`src/rtl/datapath_controller_if.sv`:
```
// Host/datapath-facing bundle for the datapath controller: instruction
// handshake from the host plus every datapath control line.
interface datapath_controller_if #(
    parameter int DATA_W = 16
);
    logic [DATA_W-1:0] in;
    logic              load;
    logic              s;
    logic              w;
    logic              bad_instr;
    logic [2:0]        readnum;
    logic [2:0]        writenum;
    logic              write;
    logic              loada;
    logic              loadb;
    logic              loadc;
    logic              loads;
    logic              asel;
    logic              bsel;
    logic              vsel;
    logic [1:0]        shift;
    logic [1:0]        ALUop;
    logic [DATA_W-1:0] datapath_in;

    modport master (
        output in, load, s,
        input  w, bad_instr, readnum, writenum, write, loada, loadb, loadc,
               loads, asel, bsel, vsel, shift, ALUop, datapath_in
    );

    modport slave (
        input  in, load, s,
        output w, bad_instr, readnum, writenum, write, loada, loadb, loadc,
               loads, asel, bsel, vsel, shift, ALUop, datapath_in
    );
endinterface

```
`src/rtl/datapath_controller.sv`:
```
// Instruction register plus Moore control FSM that sequences the 16-bit
// datapath one step per clock for MOV/ADD/CMP/AND/MVN.
module datapath_controller #(
    parameter int DATA_W = 16
) (
    input  logic                 clk,
    input  logic                 rst_n,
    datapath_controller_if.slave bus
);

    typedef enum logic [2:0] {
        S_WAIT,
        S_DECODE,
        S_WRITE_IMM,
        S_GET_A,
        S_GET_B,
        S_EXEC,
        S_WRITE_REG
    } state_t;

    state_t            state;
    state_t            state_nxt;
    logic [DATA_W-1:0] ir;

    logic [2:0]        opc;
    logic [1:0]        op;
    logic [2:0]        rn;
    logic [2:0]        rd;
    logic [1:0]        sh;
    logic [2:0]        rm;
    logic [DATA_W-1:0] sximm8;

    assign opc    = ir[15:13];
    assign op     = ir[12:11];
    assign rn     = ir[10:8];
    assign rd     = ir[7:5];
    assign sh     = ir[4:3];
    assign rm     = ir[2:0];
    assign sximm8 = {{(DATA_W-8){ir[7]}}, ir[7:0]};

    logic is_mov_imm;
    logic is_mov_reg;
    logic is_alu;
    logic is_cmp;
    logic is_mvn;

    assign is_mov_imm = (opc == 3'b110) && (op == 2'b10);
    assign is_mov_reg = (opc == 3'b110) && (op == 2'b00);
    assign is_alu     = (opc == 3'b101);
    assign is_cmp     = is_alu && (op == 2'b01);
    assign is_mvn     = is_alu && (op == 2'b11);

    // NOTE: state and IR are registers, so they take non-blocking assignments;
    // blocking here would let same-edge readers see the new value.
    always_ff @(posedge clk or negedge rst_n) begin
        if (!rst_n) begin
            state <= S_WAIT;
            ir    <= '0;
        end else begin
            state <= state_nxt;
            if (state == S_WAIT && bus.load)
                ir <= bus.in;
        end
    end

    // NOTE: every combinational output gets a default before the case so no
    // path leaves it unassigned, which would otherwise infer a latch.
    always_comb begin
        state_nxt = state;
        case (state)
            S_WAIT:      if (bus.s) state_nxt = S_DECODE;
            S_DECODE: begin
                if (is_mov_imm)                      state_nxt = S_WRITE_IMM;
                else if (is_mov_reg || is_mvn)       state_nxt = S_GET_B;
                else if (is_alu)                     state_nxt = S_GET_A;
                else                                 state_nxt = S_WAIT;
            end
            S_GET_A:     state_nxt = S_GET_B;
            S_GET_B:     state_nxt = S_EXEC;
            S_EXEC:      state_nxt = is_cmp ? S_WAIT : S_WRITE_REG;
            S_WRITE_IMM: state_nxt = S_WAIT;
            S_WRITE_REG: state_nxt = S_WAIT;
            default:     state_nxt = S_WAIT;
        endcase
    end

    always_comb begin
        bus.w           = 1'b0;
        bus.bad_instr   = 1'b0;
        bus.readnum     = 3'd0;
        bus.writenum    = 3'd0;
        bus.write       = 1'b0;
        bus.loada       = 1'b0;
        bus.loadb       = 1'b0;
        bus.loadc       = 1'b0;
        bus.loads       = 1'b0;
        bus.asel        = 1'b0;
        bus.bsel        = 1'b0;
        bus.vsel        = 1'b0;
        bus.shift       = 2'b00;
        bus.ALUop       = 2'b00;
        bus.datapath_in = '0;
        case (state)
            S_WAIT:   bus.w = 1'b1;
            S_DECODE: bus.bad_instr = !(is_mov_imm || is_mov_reg || is_alu);
            S_GET_A: begin
                bus.readnum = rn;
                bus.loada   = 1'b1;
            end
            S_GET_B: begin
                bus.readnum = rm;
                bus.loadb   = 1'b1;
            end
            S_EXEC: begin
                bus.shift = sh;
                bus.loadc = 1'b1;
                bus.ALUop = is_alu ? op : 2'b00;
                // Single-operand ops zero the A side so the ALU passes B through.
                bus.asel  = is_mov_reg || is_mvn;
                bus.loads = is_cmp;
            end
            S_WRITE_REG: begin
                bus.writenum = rd;
                bus.write    = 1'b1;
            end
            S_WRITE_IMM: begin
                bus.writenum    = rn;
                bus.write       = 1'b1;
                bus.vsel        = 1'b1;
                bus.datapath_in = sximm8;
            end
            default: ;
        endcase
    end

endmodule

```
`src/flat_wrapper.sv`:
```
// flat-port wrapper written by rule: the top's interface ports become plain ports
module datapath_controller_flat 
#(
    parameter int DATA_W = 16
)
  (clk, rst_n, bus_in, bus_load, bus_s, bus_w, bus_bad_instr, bus_readnum, bus_writenum, bus_write, bus_loada, bus_loadb, bus_loadc, bus_loads, bus_asel, bus_bsel, bus_vsel, bus_shift, bus_ALUop, bus_datapath_in);
  datapath_controller_if #(.DATA_W(DATA_W)) bus_i ();
  input  logic clk;
  input  logic rst_n;
  input wire logic [$bits(bus_i.in)-1:0] bus_in;
  input wire logic [$bits(bus_i.load)-1:0] bus_load;
  input wire logic [$bits(bus_i.s)-1:0] bus_s;
  output wire logic [$bits(bus_i.w)-1:0] bus_w;
  output wire logic [$bits(bus_i.bad_instr)-1:0] bus_bad_instr;
  output wire logic [$bits(bus_i.readnum)-1:0] bus_readnum;
  output wire logic [$bits(bus_i.writenum)-1:0] bus_writenum;
  output wire logic [$bits(bus_i.write)-1:0] bus_write;
  output wire logic [$bits(bus_i.loada)-1:0] bus_loada;
  output wire logic [$bits(bus_i.loadb)-1:0] bus_loadb;
  output wire logic [$bits(bus_i.loadc)-1:0] bus_loadc;
  output wire logic [$bits(bus_i.loads)-1:0] bus_loads;
  output wire logic [$bits(bus_i.asel)-1:0] bus_asel;
  output wire logic [$bits(bus_i.bsel)-1:0] bus_bsel;
  output wire logic [$bits(bus_i.vsel)-1:0] bus_vsel;
  output wire logic [$bits(bus_i.shift)-1:0] bus_shift;
  output wire logic [$bits(bus_i.ALUop)-1:0] bus_ALUop;
  output wire logic [$bits(bus_i.datapath_in)-1:0] bus_datapath_in;
  assign bus_i.in = bus_in;
  assign bus_i.load = bus_load;
  assign bus_i.s = bus_s;
  assign bus_w = bus_i.w;
  assign bus_bad_instr = bus_i.bad_instr;
  assign bus_readnum = bus_i.readnum;
  assign bus_writenum = bus_i.writenum;
  assign bus_write = bus_i.write;
  assign bus_loada = bus_i.loada;
  assign bus_loadb = bus_i.loadb;
  assign bus_loadc = bus_i.loadc;
  assign bus_loads = bus_i.loads;
  assign bus_asel = bus_i.asel;
  assign bus_bsel = bus_i.bsel;
  assign bus_vsel = bus_i.vsel;
  assign bus_shift = bus_i.shift;
  assign bus_ALUop = bus_i.ALUop;
  assign bus_datapath_in = bus_i.datapath_in;
  datapath_controller #(.DATA_W(DATA_W)) u_core (.clk(clk), .rst_n(rst_n), .bus(bus_i));
endmodule
```
`config.mk`:
```
export PLATFORM = sky130hd
export DESIGN_NAME = datapath_controller_flat
export DESIGN_NICKNAME = d
export VERILOG_FILES = /design/src/rtl/datapath_controller_if.sv /design/src/rtl/datapath_controller.sv /design/src/flat_wrapper.sv
export SDC_FILE = /design/constraint.sdc
export NUM_CORES = 1
export LEC_CHECK = 0
export ABC_AREA = 1
export BUFFER_PORTS_ARGS = -buffer_cell sky130_fd_sc_hd__buf_2
export CAP_MARGIN = 20
export CORE_ASPECT_RATIO = 1.2
export CORE_UTILIZATION = 48
export DETAILED_ROUTE_END_ITERATION = 16
export HOLD_SLACK_MARGIN = 0.15
export PLACE_DENSITY = 0.83
export SYNTH_ARGS = -nofsm -noshare
export SYNTH_HDL_FRONTEND = slang
export SYNTH_SLANG_ARGS = --single-unit
```
`constraint.sdc`:
```
create_clock -name clk -period 4.2 [get_ports clk]
set_input_delay 0.63 -clock clk [delete_from_list [all_inputs] [get_ports clk]]
set_output_delay 0.63 -clock clk [all_outputs]
set_load 0.005 [all_outputs]
```
---- After elaboration in Yosys (flattened, before gate mapping) ----
Cells that the tools add are included.
word-level totals
  memories kept ........................... 0
  memory bits (read-only) ................. 0
  input bits .............................. 20
  latch bits .............................. 0
  word-level logic and storage cells ...... 47
  bits in registers ....................... 19
  RAM bits ................................ 0
  output and inout port bits .............. 36
cells by class
  $lt $le $gt $ge ......................... 0
  multiplexer cells ....................... 21
  bitwise logic cells ..................... 0
  add/sub/neg operators ................... 0
  eq/ne operators ......................... 12
  $mul .................................... 0
  shift operators ......................... 0
  div/mod/pow operators ................... 0
  reduce and logical (&&, ||, !) cells .... 12
operators by type and width
  kind                count
  $mux 16             1
  $eq 3x3->1 const B  5
  $pmux 3 s5          1
  $mux 3              4
  $pmux 3 s2          2
  $mux 1              9
  $mux 2              4
  $eq 3x2->1 const B  2
  $logic_and 1x1->1   5
  $eq 2x2->1 const B  2
  $eq 3x1->1 const B  1
  $logic_not 3->1     1
  $logic_or 1x1->1    3
  $eq 2x1->1 const B  1
  $logic_not 2->1     1
  $ne 2x2->1 const B  1
  $reduce_or 2->1     1
  $logic_not 1->1     1

---- Depth between registers and ports, before layout ----
  depth after elaboration ................. 6
  depth in mapped cells ................... 7
  depth with buffers taken out ............ 6

---- Worst setup path before layout ----
OpenSTA, ideal clock, no wires.
  kind .................................... register -> output
  from .................................... register u_core.state[0]
  to ...................................... output bus_datapath_in[10]
  data arrival time ....................... 1.371 ns
  buffers on the path ..................... 2
  slack ................................... 2.199 ns
  data required time ...................... 3.570 ns
  cell stages (with the launch flop) ...... 6
  cells stage by stage .................... dfrtp_1 > nor2_2 > nand2_1 > buf_2 > nor2_1 > buf_4
on the way
  word-level cells in the longest chain between the ends .. 2
RTL lines
  what                    line                        RTL
  from (decl)             datapath_controller.sv:21   state_t state;
  from (signal assigned)  datapath_controller.sv:60   state <= state_nxt;
  $eq 3x2->1              datapath_controller.sv:103  case (state)
  $mux 16                 datapath_controller.sv:103
  to (decl)               flat_wrapper.sv:27          output wire logic [$bits(bus_i.datapath_in)-1:0] bus_datapath_in;
Every way passes these cells.

---- Worst setup path after layout ----
  from .................................... register u_core.state[1]
  to ...................................... output bus_datapath_in[14]
Same word-level chain as after synthesis.

==> impl_metrics.py <==
metrics = {
    "status": {
        "outcome": "finished clean",
    },
    "yosys": {
        "muxShareOfSynthArea_pct": 0,
        "syn_area_um2": 1130,
        "synth-compound-area-share_pct": 4.22,
        "synth_cells": 161,
        "synth_cell_type_count": 19,
        "yosysMostFrequentCell": "nand2_1",
        "synth_seq_cells": 19,
        "synth_top_family_by_area": "simple AND/OR/NAND/NOR gates",
        "yosysTopAreaCellShare_pct": 42.2,
        "synthTopCellsByCount": "49 x nand2_1, 21 x nand3_1, 21 x nor2_1, 20 x inv_1, 19 x dfrtp_1",
        "synth_top_area_cell": "dfrtp_1",
        "synthesis.nets": 181,
        "synth-simple-area-share_pct": 37.1,
        "synthArstFlopShare_pct": 100,
        "synth_flop_cell": "dfrtp_1",
        "yosysWarnings": 0,
        "synth_fa_ha_area_share_pct": 0,
        "synth_edf_count": 0,
        "synthTopCellsByArea": "dfrtp_1 42%, nand2_1 16%, nand3_1 9.3%",
        "yosysSeqAreaShare_pct": 42.2,
        "syn-mean-instance-area_um2": 6.99,
        "synth-xor-area-share_pct": 0,
    },
    "final_layout": {
        "finalInstanceArea_um2": 1360,
        "layout-drive-gt1-share_pct": 30.2,
        "antennaDiodeCount": 0,
        "nets": 226,
        "area_growth_pct": 20.8,
        "final_cells": 235,
    },
    "drt": {
        "num_vias": 1151,
        "drc_errors": 0,
        "drt_iter0_markers": 30,
        "wl_per_cell_um": 10.8,
        "wirelength_um": 2530,
        "viasPerCell": 4.90,
        "drtPass1Iterations": 5,
        "ant_nets": 0,
    },
    "power": {
        "cellLeakagePower_uw": 0.000873,
        "ir_worst_vdd_mv": 0.294,
        "fin_total_pwr_uw": 839,
        "cellPowerDensity_nw_per_um2": 617,
    },
    "placement": {
        "place.gp.congestion": 0.794,
        "dp_slack_ns": 2.15,
        "port_buffers": 54,
        "placed_cell_area_um2": 1330,
        "dp_hpwl_um": 1930,
        "dp_cells": 231,
    },
    "timing": {
        "slew_viol_final": 0,
        "final.period_utilization_pct": 56.3,
        "final-setup-viol-count": 0,
        "fin_setup_tns_ns": 0,
        "clock_skew_ns": 0.00281,
        "timing.fmax_mhz": 423,
        "fin_crit_ns": 2.36,
        "final_hold_viol_count": 0,
        "rsz0062_at_grt": "false",
        "setup_ws_ns": 1.84,
    },
    "die": {
        "pin_count": 56,
        "core_um2": 2140,
        "design.die.area_um2": 2540,
        "row_count": 18,
        "start_util_pct": 52.6,
        "die_y_um": 55.1,
        "die_w_um": 46.2,
    },
    "hold_path": {
        "hold_path_class": "in2async",
    },
    "global_route": {
        "grt_max_degree": 20,
        "antenna_found_initial": 0,
        "grt-ovfl-total": 0,
        "grt_pass1_vias": 995,
        "grt_pass1_wl_um": 4030,
        "track_usage_pct": 22.1,
    },
    "clocking": {
        "postCtsSetupBuffers": 0,
        "cts_hold_buf": 0,
        "cts.htree.levels": 1,
        "cts_resized": 0,
        "cts.sink_count": 19,
        "cts_made_buffers": 3,
        "clock_latency_ns": 0.30,
        "clkSlewWorstSetupHoldPaths_ns": 0.10,
        "cts-root-buf": "clkbuf_4",
        "cts_tree": "built",
        "cts_buffer_depth": 2,
    },
    "job": {
        "maxCapViolCount": 0,
    },
    "setup_path": {
        "endpoint_kind": "primary output",
        "worst_setup_path_start_kind": "flop",
        "crit_fanout": 12,
        "cp.required_ns": 3.57,
        "crit_type": "reg2out",
        "cp.arrival_ns": 1.73,
    },
}
==> state kept, by name (all words and copies together), names as in the netlist <==
register / flops
u_core.ir: 16
u_core.state: 3
==> cell usage in the layout (no fill, tap or decap) <==
cell type / synthesis / layout
inv_4: 1 / 1
nand2_2: 1 / 1
buf_2: 2 / 54
dfrtp_1: 19 / 19
nand4_1: 1 / 1
nand2_1: 49 / 49
nand3_1: 21 / 21
a21oi_1: 2 / 2
inv_1: 20 / 20
nor2_1: 21 / 21
nand3b_1: 1 / 1
clkbuf_1: 0 / 1
nor2_2: 2 / 2
nand2_4: 1 / 1
clkbuf_4: 0 / 3
conb_1: 1 / 1
nor4_1: 1 / 1
o22ai_1: 6 / 6
==> final cells by class <==
| class | count | area (µm²) |
|---|---|---|
| Clock buffer | 4 | 26.3 |
| Fill cell | 204 | 779 |
| Inverter | 21 | 81.3 |
| Multi-Input combinational cell | 107 | 469 |
| Sequential cell | 19 | 475 |
| Tap cell | 30 | 37.5 |
| Timing Repair Buffer | 54 | 270 |
==> routing by layer <==
metal  track usage [%]  vias to the layer above  wire length, µm
li1                  -                      584                -
met1              26.5                      512             1100
met2              38.7                       50             1260
met3              2.92                        5              134
met4              10.3                        0               40
met5                 0                        -                0
==> stage by stage <==
step / util, % / hold WS (ns)
3_5_place_dp: 62.3 / 0.460
5_1_grt: 63.6 / 0.269
6_report: 63.6 / 0.243
4_1_cts: 63.6 / 0.264
3_3_place_gp: 62.3 / 0.456
2_1_floorplan: - / 0.334
==> power breakdown <==
group / internal [µW] / leakage [µW] / switching (µW)
Sequential: 270 / 0.000236 / 70.6
Clock: 37.0 / 0.0000150 / 55.3
Combinational: 144 / 0.000622 / 262
==> path summary, 6_finish.rpt <==
check	start	end	slack [ns]	cells after the start
worst max-delay path	u_core.state[1]	bus_datapath_in[14]	1.84	5
worst min-delay path	rst_n	u_core.ir[4]	0.24	1
worst max register to register	u_core.state[0]	u_core.ir[15]	2.90	6
worst min register to register	u_core.ir[10]	u_core.ir[10]	0.48	2
max in group asynchronous	rst_n	u_core.ir[12]	3.67	1
min in group clk	u_core.ir[10]	u_core.ir[10]	0.48	2
==> cell families (layout without fill, tap and decap cells) <==
group	after synthesis	count (layout)
AOI/OAI and AO/OA	8	8
buffers and inverters	35	79
DFF	19	19
other	1	1
and+or+nand+nor	98	98
==> critical path: stages (launching register included) <==
cell	delay (ns)
dfrtp_1	0.40
inv_1	0.09
nor2_2	0.12
nand2_1	0.24
nor2_1	0.40
buf_2	0.19
No activity file was read; power rests on OpenSTA's default activity.
